==> config.mk <==
export PLATFORM = sky130hd
export DESIGN_NAME = id_inst_queue
export DESIGN_NICKNAME = d
export VERILOG_FILES = /design/src/rtl/id_inst_queue.sv
export SDC_FILE = /design/constraint.sdc
export NUM_CORES = 1
export LEC_CHECK = 0
export BUFFER_PORTS_ARGS = -buffer_cell sky130_fd_sc_hd__buf_4
export CORE_AREA = 4 4 161 147
export CTS_CLUSTER_SIZE = 24
export DETAILED_ROUTE_END_ITERATION = 7
export DIE_AREA = 0 0 165 151
export PLACE_DENSITY = 0.65
export SETUP_SLACK_MARGIN = 0.15
export SKIP_CTS_REPAIR_TIMING = 1
export SKIP_LAST_GASP = 1
export SLEW_MARGIN = 20
export SYNTH_ARGS = -nofsm -noshare
export SYNTH_HDL_FRONTEND = slang
export SYNTH_SLANG_ARGS = --single-unit
==> constraint.sdc <==
create_clock -name clk -period 19.2 [get_ports clk]
set_input_delay 2.88 -clock clk [delete_from_list [all_inputs] [get_ports clk]]
set_output_delay 2.88 -clock clk [all_outputs]
set_load 0.005 [all_outputs]
==> src/rtl/id_inst_queue.sv <==
// id_inst_queue: in-order {pc, inst} FIFO between IF and ID with flush and optional empty-queue bypass.
module id_inst_queue #(
  parameter int DEPTH = 4,
  parameter int PC_W = 32,
  parameter int INST_W = 32,
  parameter bit BYPASS = 1'b0
) (
  input  logic                       clk,
  input  logic                       rst,
  input  logic                       flush,
  input  logic                       in_valid,
  input  logic [PC_W-1:0]            in_pc,
  input  logic [INST_W-1:0]          in_inst,
  output logic                       in_ready,
  output logic                       out_valid,
  output logic [PC_W-1:0]            out_pc,
  output logic [INST_W-1:0]          out_inst,
  input  logic                       out_ready,
  output logic [$clog2(DEPTH+1)-1:0] count
);
  localparam int AW = $clog2(DEPTH);
  localparam int CW = $clog2(DEPTH+1);
  logic [PC_W-1:0] pc_mem [DEPTH];
  logic [INST_W-1:0] inst_mem [DEPTH];
  logic [AW-1:0] head, tail;
  logic empty, byp, push, pop, wr, rd;
  always_comb begin
    empty = count == '0;
    byp = BYPASS && empty && in_valid;
    in_ready = count != CW'(DEPTH);
    out_valid = !empty || byp;
    out_pc = !empty ? pc_mem[head] : byp ? in_pc : '0;
    out_inst = !empty ? inst_mem[head] : byp ? in_inst : '0;
    push = in_valid && in_ready && !flush;
    pop = out_valid && out_ready && !flush;
    // a bypassed item taken by ID in the same cycle never touches storage
    wr = push && !(byp && out_ready);
    rd = pop && !byp;
  end
  always_ff @(posedge clk) begin
    if (rst || flush) begin
      head <= '0;
      tail <= '0;
      count <= '0;
    end else begin
      if (wr) tail <= tail + 1'b1;
      if (rd) head <= head + 1'b1;
      count <= count + CW'(wr) - CW'(rd);
    end
  end
  always_ff @(posedge clk) begin
    if (wr && !rst) begin
      pc_mem[tail] <= in_pc;
      inst_mem[tail] <= in_inst;
    end
  end
endmodule

==> results of run 1 <==
==> layout make-up <==
| cell class | count | share of cell area, % |
|---|---|---|
| clock inverter | 5 | 0.163 |
| inverter | 4 | 0.122 |
| multi-input combinational | 162 | 17.6 |
| clock buffer | 40 | 6.07 |
| timing repair buffer | 143 | 8.76 |
| sequential | 265 | 64.2 |
| tap | 297 | 3.03 |
==> metrics by stage <==
stage	instance area [sq um]	hold slack (ns)
5_1_grt	12300	0.555
3_3_place_gp	11500	0.478
2_1_floorplan	10200	0.471
3_5_place_dp	11500	0.507
6_report	12300	0.518
4_1_cts	12300	0.516
==> layer usage <==
| layer | up-vias | GRT usage, % | wire length, um |
|---|---|---|---|
| met2 | 132 | 25.3 | 9200 |
| li1 | 2128 | - | - |
| met5 | - | 0 | 13 |
| met3 | 35 | 4.24 | 1280 |
| met1 | 2478 | 20.2 | 8090 |
| met4 | 2 | 3.45 | 427 |
==> worst reg2reg max path, stage by stage (launching register included) <==
cell and delay, ns:
sky130_fd_sc_hd__dfxtp_1 0.43, sky130_fd_sc_hd__or3b_2 0.50, sky130_fd_sc_hd__nand3b_2 0.23, sky130_fd_sc_hd__ha_1 0.29, sky130_fd_sc_hd__inv_1 0.06, sky130_fd_sc_hd__ha_1 0.13, sky130_fd_sc_hd__inv_1 0.05, sky130_fd_sc_hd__fa_1 0.40
sky130_fd_sc_hd__xnor2_1 0.14, sky130_fd_sc_hd__xnor2_1 0.13, sky130_fd_sc_hd__and2_1 0.15
==> report_power, final <==
group	internal, mW	switching [mW]	total [mW]
clock	0.264	0.192	0.456
combinational	0.0260	0.0224	0.0484
sequential	0.640	0.00208	0.642
total	0.930	0.216	1.15
==> state kept, by name (all words and copies together), names as in the netlist, named ones only <==
signal    flops
pc_mem      128
count         3
inst_mem    128
head          2
tail          2
==> cell usage after synthesis <==
library cell,instances,area share [%]
sky130_fd_sc_hd__xnor2_1,2,0.17
sky130_fd_sc_hd__inv_1,4,0.15
sky130_fd_sc_hd__mux4_2,60,13
sky130_fd_sc_hd__buf_6,1,0.11
sky130_fd_sc_hd__or3b_2,1,0.086
sky130_fd_sc_hd__buf_2,6,0.29
sky130_fd_sc_hd__and2_1,66,4.0
sky130_fd_sc_hd__xor2_1,2,0.17
sky130_fd_sc_hd__or3_1,1,0.061
sky130_fd_sc_hd__nand3b_2,1,0.11
sky130_fd_sc_hd__buf_12,6,1.2
sky130_fd_sc_hd__clkbuf_1,8,0.29
sky130_fd_sc_hd__nor2_1,2,0.074
sky130_fd_sc_hd__dfxtp_1,9,1.8
sky130_fd_sc_hd__ha_1,6,0.74
sky130_fd_sc_hd__nor3b_1,4,0.29
sky130_fd_sc_hd__nand2_1,4,0.15
sky130_fd_sc_hd__nor3_1,4,0.20
sky130_fd_sc_hd__clkbuf_2,1,0.049
sky130_fd_sc_hd__mux2i_1,2,0.20
sky130_fd_sc_hd__fa_1,1,0.20
sky130_fd_sc_hd__mux4_1,4,1.0
sky130_fd_sc_hd__o311ai_0,1,0.086
sky130_fd_sc_hd__o31ai_1,1,0.074
sky130_fd_sc_hd__edfxtp_1,256,75
==> worst max-delay path by stage <==
stage / startpoint / slack (ns) / end
3_3_place_gp: register / 13.80 / out_pc[31]
2_1_floorplan: flush / 10.72 / inst_mem[1][0]$_DFFE_PP_
5_1_grt: register / 13.09 / out_pc[0]
3_5_place_dp: register / 13.80 / out_pc[1]
6_report: register / 13.36 / out_pc[0]
4_1_cts: register / 13.24 / out_pc[1]
==> kinds of logic after synthesis <==
| family | Yosys count | share of synthesized area, % |
|---|---|---|
| simple gates | 83 | 5.01 |
| mux | 66 | 14.5 |
| flops | 265 | 77.0 |
| compound gates | 2 | 0.159 |
| buf+inv | 26 | 2.07 |
| fa+ha+maj | 7 | 0.931 |
| xor+xnor | 4 | 0.343 |
==> impl_metrics.toml, run 1 <==
[placed_design]
post-place-ws_ns = 13.80
port_buffers = 137
dp_hpwl_um = 10700
routabilityCongestion = 0.761
dp_cells = 871

[timing]
setup_violations = 0
final_min_period_over_clock_period_pct = 30.4
maxSlewViolCount = 0
worstMarginPinSlew_ns = 1.01
tns_ns = 0
rsz_0062_raised_after_global_routing = "false"
maxSlewHeadroom_pct = 32.6
clock_skew_ns = 0.00847
timing.final.hold_violations = 0
achievable-frequency_mhz = 171
post-route-min-period_ns = 5.84
setup_slack_ns = 13.36

[floorplan]
rows = 52
fp.coreArea_sq_um = 22200
design.die.area_sq_um = 24900
start_util_pct = 46.0
die_h_um = 151
io-pin-count = 138
dieWidth_um = 165

[layout]
multi_input_comb_area_sq_um = 2160
layout_commonest_cell = "sky130_fd_sc_hd__edfxtp_1"
final_cell_count_no_fill = 916
area.growth.synth_to_final_pct = 20.0
num-nets-final = 679
utilization_of_the_core_after_routing_pct = 55.3
seq_area_sq_um = 7880
layout.filler_cells = 1732
number_of_antenna_diodes = 0
mostFrequentLayoutCells = "sky130_fd_sc_hd__edfxtp_1 (256), sky130_fd_sc_hd__buf_4 (143), sky130_fd_sc_hd__and2_1 (66)"
post_route_cells_drive_above_1_share_pct = 39.1

[cts]
clk_pin_slew_worst_paths_ns = 0.06
cts_made_buffers = 27
cts_tree = "done"
clock_tree.root_cell = "sky130_fd_sc_hd__clkbuf_16"
clk-insertion-delay-late_ns = 0.51
clock-sinks = 265
clock_path_buffers = 3
cts_htree_levels = 1

[grt]
globalRouteOverflowTotal = 0
grt_max_degree = 66
grt_pass1_vias = 5194
grt_pass1_wl_um = 28700
grt_util_all_layers_pct = 15.2
number_of_antenna_violations_at_the_first_check_in_global_routing = 1

[hold_path]
worst_hold_startpoint = "tail[1]$_SDFFE_PP0N_"
holdPathStages = 2
worstHoldEndpoint = "tail[1]$_SDFFE_PP0N_"
worst_hold_path_type = "reg -> reg"

[critical_path]
endpoint_kind = "primary output"
critPathArrivalTime_ns = 2.96
critPathKind = "reg -> out"
worst_path_required_time_ns = 16.32
r2r_end = "count[2]$_SDFF_PP0_"
critical_path.reg2reg.startpoint = "count[2]$_SDFF_PP0_"
critPathSlowestCell = "sky130_fd_sc_hd__buf_4"
cp-start-kind = "register"
worst-r2r-setup-slack_ns = 16.60
slowest_delay_ns = 0.75
worst-path-buf-inv = 2
top_cell_family_by_delay_on_the_critical_path = "buffers and inverters"
worstPathMaxFanout = 38
path_depth = 4
path_common_cell = "sky130_fd_sc_hd__buf_4"
worstPathCellList = "buf_4 -> mux4_1 -> and2_1 -> buf_4"
ff2ff_path_depth = 10

[detailed_routing]
drt-vias-per-instance = 5.21
final_antenna_net_count = 0
detailroute.via_count = 4775
drt-wirelength-per-cell_um = 20.8
drc = 0
drt-total-wl_um = 19000
drt_pass1_iterations = 6
initialDrtViolationCount = 287

[power_and_ir_drop]
power_per_cell_area_nw_per_um2 = 93.5
leakage_nw = 4.14
sum_of_internal_switching_and_leakage_power_mw = 1.15
power.ir.vdd_worst_mv = 0.0625

[logic_synthesis]
synthesis.nets = 529
synth_cell_type_count = 25
gate_count_of_the_mapped_netlist = 453
postSynthRegisterBits = 265
synth_area_sq_um = 10200
ys_warn_count = 0
seq_area_frac_synth_pct = 77.0
postSynthAreaPerCell_sq_um = 22.5

[flow_run]
cap_violations = 0

[status]
status = "completed"
No activity file was read; power rests on OpenSTA's default activity.
==> run 2, diff against run 1 <==
==> constraint.sdc (replaced) <==
create_clock -name clk -period 5.9 [get_ports clk]
set_input_delay 0.885 -clock clk [delete_from_list [all_inputs] [get_ports clk]]
set_output_delay 0.885 -clock clk [all_outputs]
set_load 0.005 [all_outputs]
==> impl_metrics.toml, run 2 (synthesized netlist as in run 1, its figures left out) <==
[floorplan]
die_h_um = 151
rows = 52
fp.coreArea_sq_um = 22200
dieWidth_um = 165
start_util_pct = 46.0
design.die.area_sq_um = 24900
io-pin-count = 138

[flow_run]
cap_violations = 0

[critical_path]
worst_path_required_time_ns = 5.02
critPathArrivalTime_ns = 2.92
cp-start-kind = "register"
critPathKind = "reg -> out"
endpoint_kind = "primary output"
worstPathMaxFanout = 40
critical_path.reg2reg.startpoint = "count[2]$_SDFF_PP0_"
worst-r2r-setup-slack_ns = 3.30
ff2ff_path_depth = 10

[placed_design]
routabilityCongestion = 0.747
dp_hpwl_um = 11200
port_buffers = 137

[status]
status = "completed"

[timing]
setup_violations = 0
post-route-min-period_ns = 3.81
achievable-frequency_mhz = 263
final_min_period_over_clock_period_pct = 64.6
rsz_0062_raised_after_global_routing = "false"
final.hold.worst_slack_ns = 0.515
maxSlewHeadroom_pct = 39.5
clock_skew_ns = 0.0119
maxSlewViolCount = 0
worstMarginPinSlew_ns = 0.908
timing.final.hold_violations = 0

[cts]
cts_htree_levels = 1
clk-insertion-delay-late_ns = 0.52
clk_pin_slew_worst_paths_ns = 0.06
cts_made_buffers = 28
clock_tree.root_cell = "sky130_fd_sc_hd__clkbuf_16"
clock-sinks = 265
clock_path_buffers = 3
cts_tree = "done"

[hold_path]
holdPathStages = 2
worst_hold_startpoint = "tail[1]$_SDFFE_PP0N_"
worst_hold_path_type = "reg -> reg"

[layout]
area.growth.synth_to_final_pct = 22.1
layout_commonest_cell = "sky130_fd_sc_hd__edfxtp_1"
post_route_cells_drive_above_1_share_pct = 41.3
mostFrequentLayoutCells = "sky130_fd_sc_hd__edfxtp_1 (256), sky130_fd_sc_hd__buf_4 (147), sky130_fd_sc_hd__and2_1 (66)"
num-nets-final = 684
utilization_of_the_core_after_routing_pct = 56.2
layout_top_registers = "inst_mem (128), pc_mem (128), count (3)"
number_of_antenna_diodes = 0

[grt]
number_of_antenna_violations_at_the_first_check_in_global_routing = 1
grt_pass1_wl_um = 28800
grt_util_all_layers_pct = 15.1
grt_pass1_vias = 5173
globalRouteOverflowTotal = 0
grt_max_degree = 66

[detailed_routing]
drt-wirelength-per-cell_um = 20.4
drt_pass1_iterations = 4
drt-total-wl_um = 18900
final_antenna_net_count = 0
detailroute.via_count = 4835
drc = 0
drt-vias-per-instance = 5.22
initialDrtViolationCount = 345

[power_and_ir_drop]
power_per_cell_area_nw_per_um2 = 321
power.ir.vdd_worst_mv = 0.261
leakage_nw = 4.26
-- run 2: cell count changes in the layout (fill, tap and decap cells not counted), sizes merged --
cell,change
bufinv,+4
clkinv,+9
buf,+4
clkbuf,-6
-- run 2: metal layers --
layer / global-route usage, % / part of all wire (%) / vias up
met5: 0 / 0.069 / -
met4: 3.66 / 2.3 / 2
met3: 3.70 / 7.3 / 29
met2: 25.2 / 50 / 153
met1: 20.3 / 40 / 2498
li1: - / - / 2153
-- run 2: critical path, cell delays in order, from the launching register on --
cell and delay [ns]:
sky130_fd_sc_hd__dfxtp_4 0.87, sky130_fd_sc_hd__buf_4 0.57, sky130_fd_sc_hd__mux4_1 0.61, sky130_fd_sc_hd__and2_1 0.18
sky130_fd_sc_hd__buf_4 0.13
-- run 2: final timing paths --
| kind | endpoint |
|---|---|
| hold reg to reg | tail[1]$_SDFFE_PP0N_ |
| setup / recovery | out_pc[0] |
| hold / removal | tail[1]$_SDFFE_PP0N_ |
| setup reg to reg | count[2]$_SDFF_PP0_ |
-- run 2: area by class of cell --
cell class	count	area [sq um]
timing repair buffer	147	1100
fill	1656	9710
clock buffer	34	764
clock inverter	18	184
multi-input combinational	162	2160
tap	297	372
sequential	265	7880
inverter	4	15.0
-- run 2: metrics by stage --
| stage | instance area (sq um) | cells | worst slack [ns] | power [mW] | setup TNS (ns) |
|---|---|---|---|---|---|
| after global placement | 11500 | 875 | 2.54 | 2.28 | 0 |
| after global routing | 12500 | 927 | 1.80 | 4.15 | 0 |
| final | 12500 | 927 | 2.09 | 4.00 | 0 |
| after detailed placement | 11500 | 875 | 2.50 | 2.29 | 0 |
| after floorplan | 10200 | 453 | -0.589 | 2.19 | -149.51 |
| after CTS | 12500 | 927 | 1.93 | 4.06 | 0 |
-- run 2: where the power goes --
part | switching [mW] | leakage (nW) | internal, mW | total, mW
logic | 0.0708 | 1.40 | 0.0851 | 0.156
clock network | 0.669 | 0.475 | 1.09 | 1.76
registers | 0.00747 | 2.39 | 2.08 | 2.09
total | 0.747 | 4.26 | 3.26 | 4.00
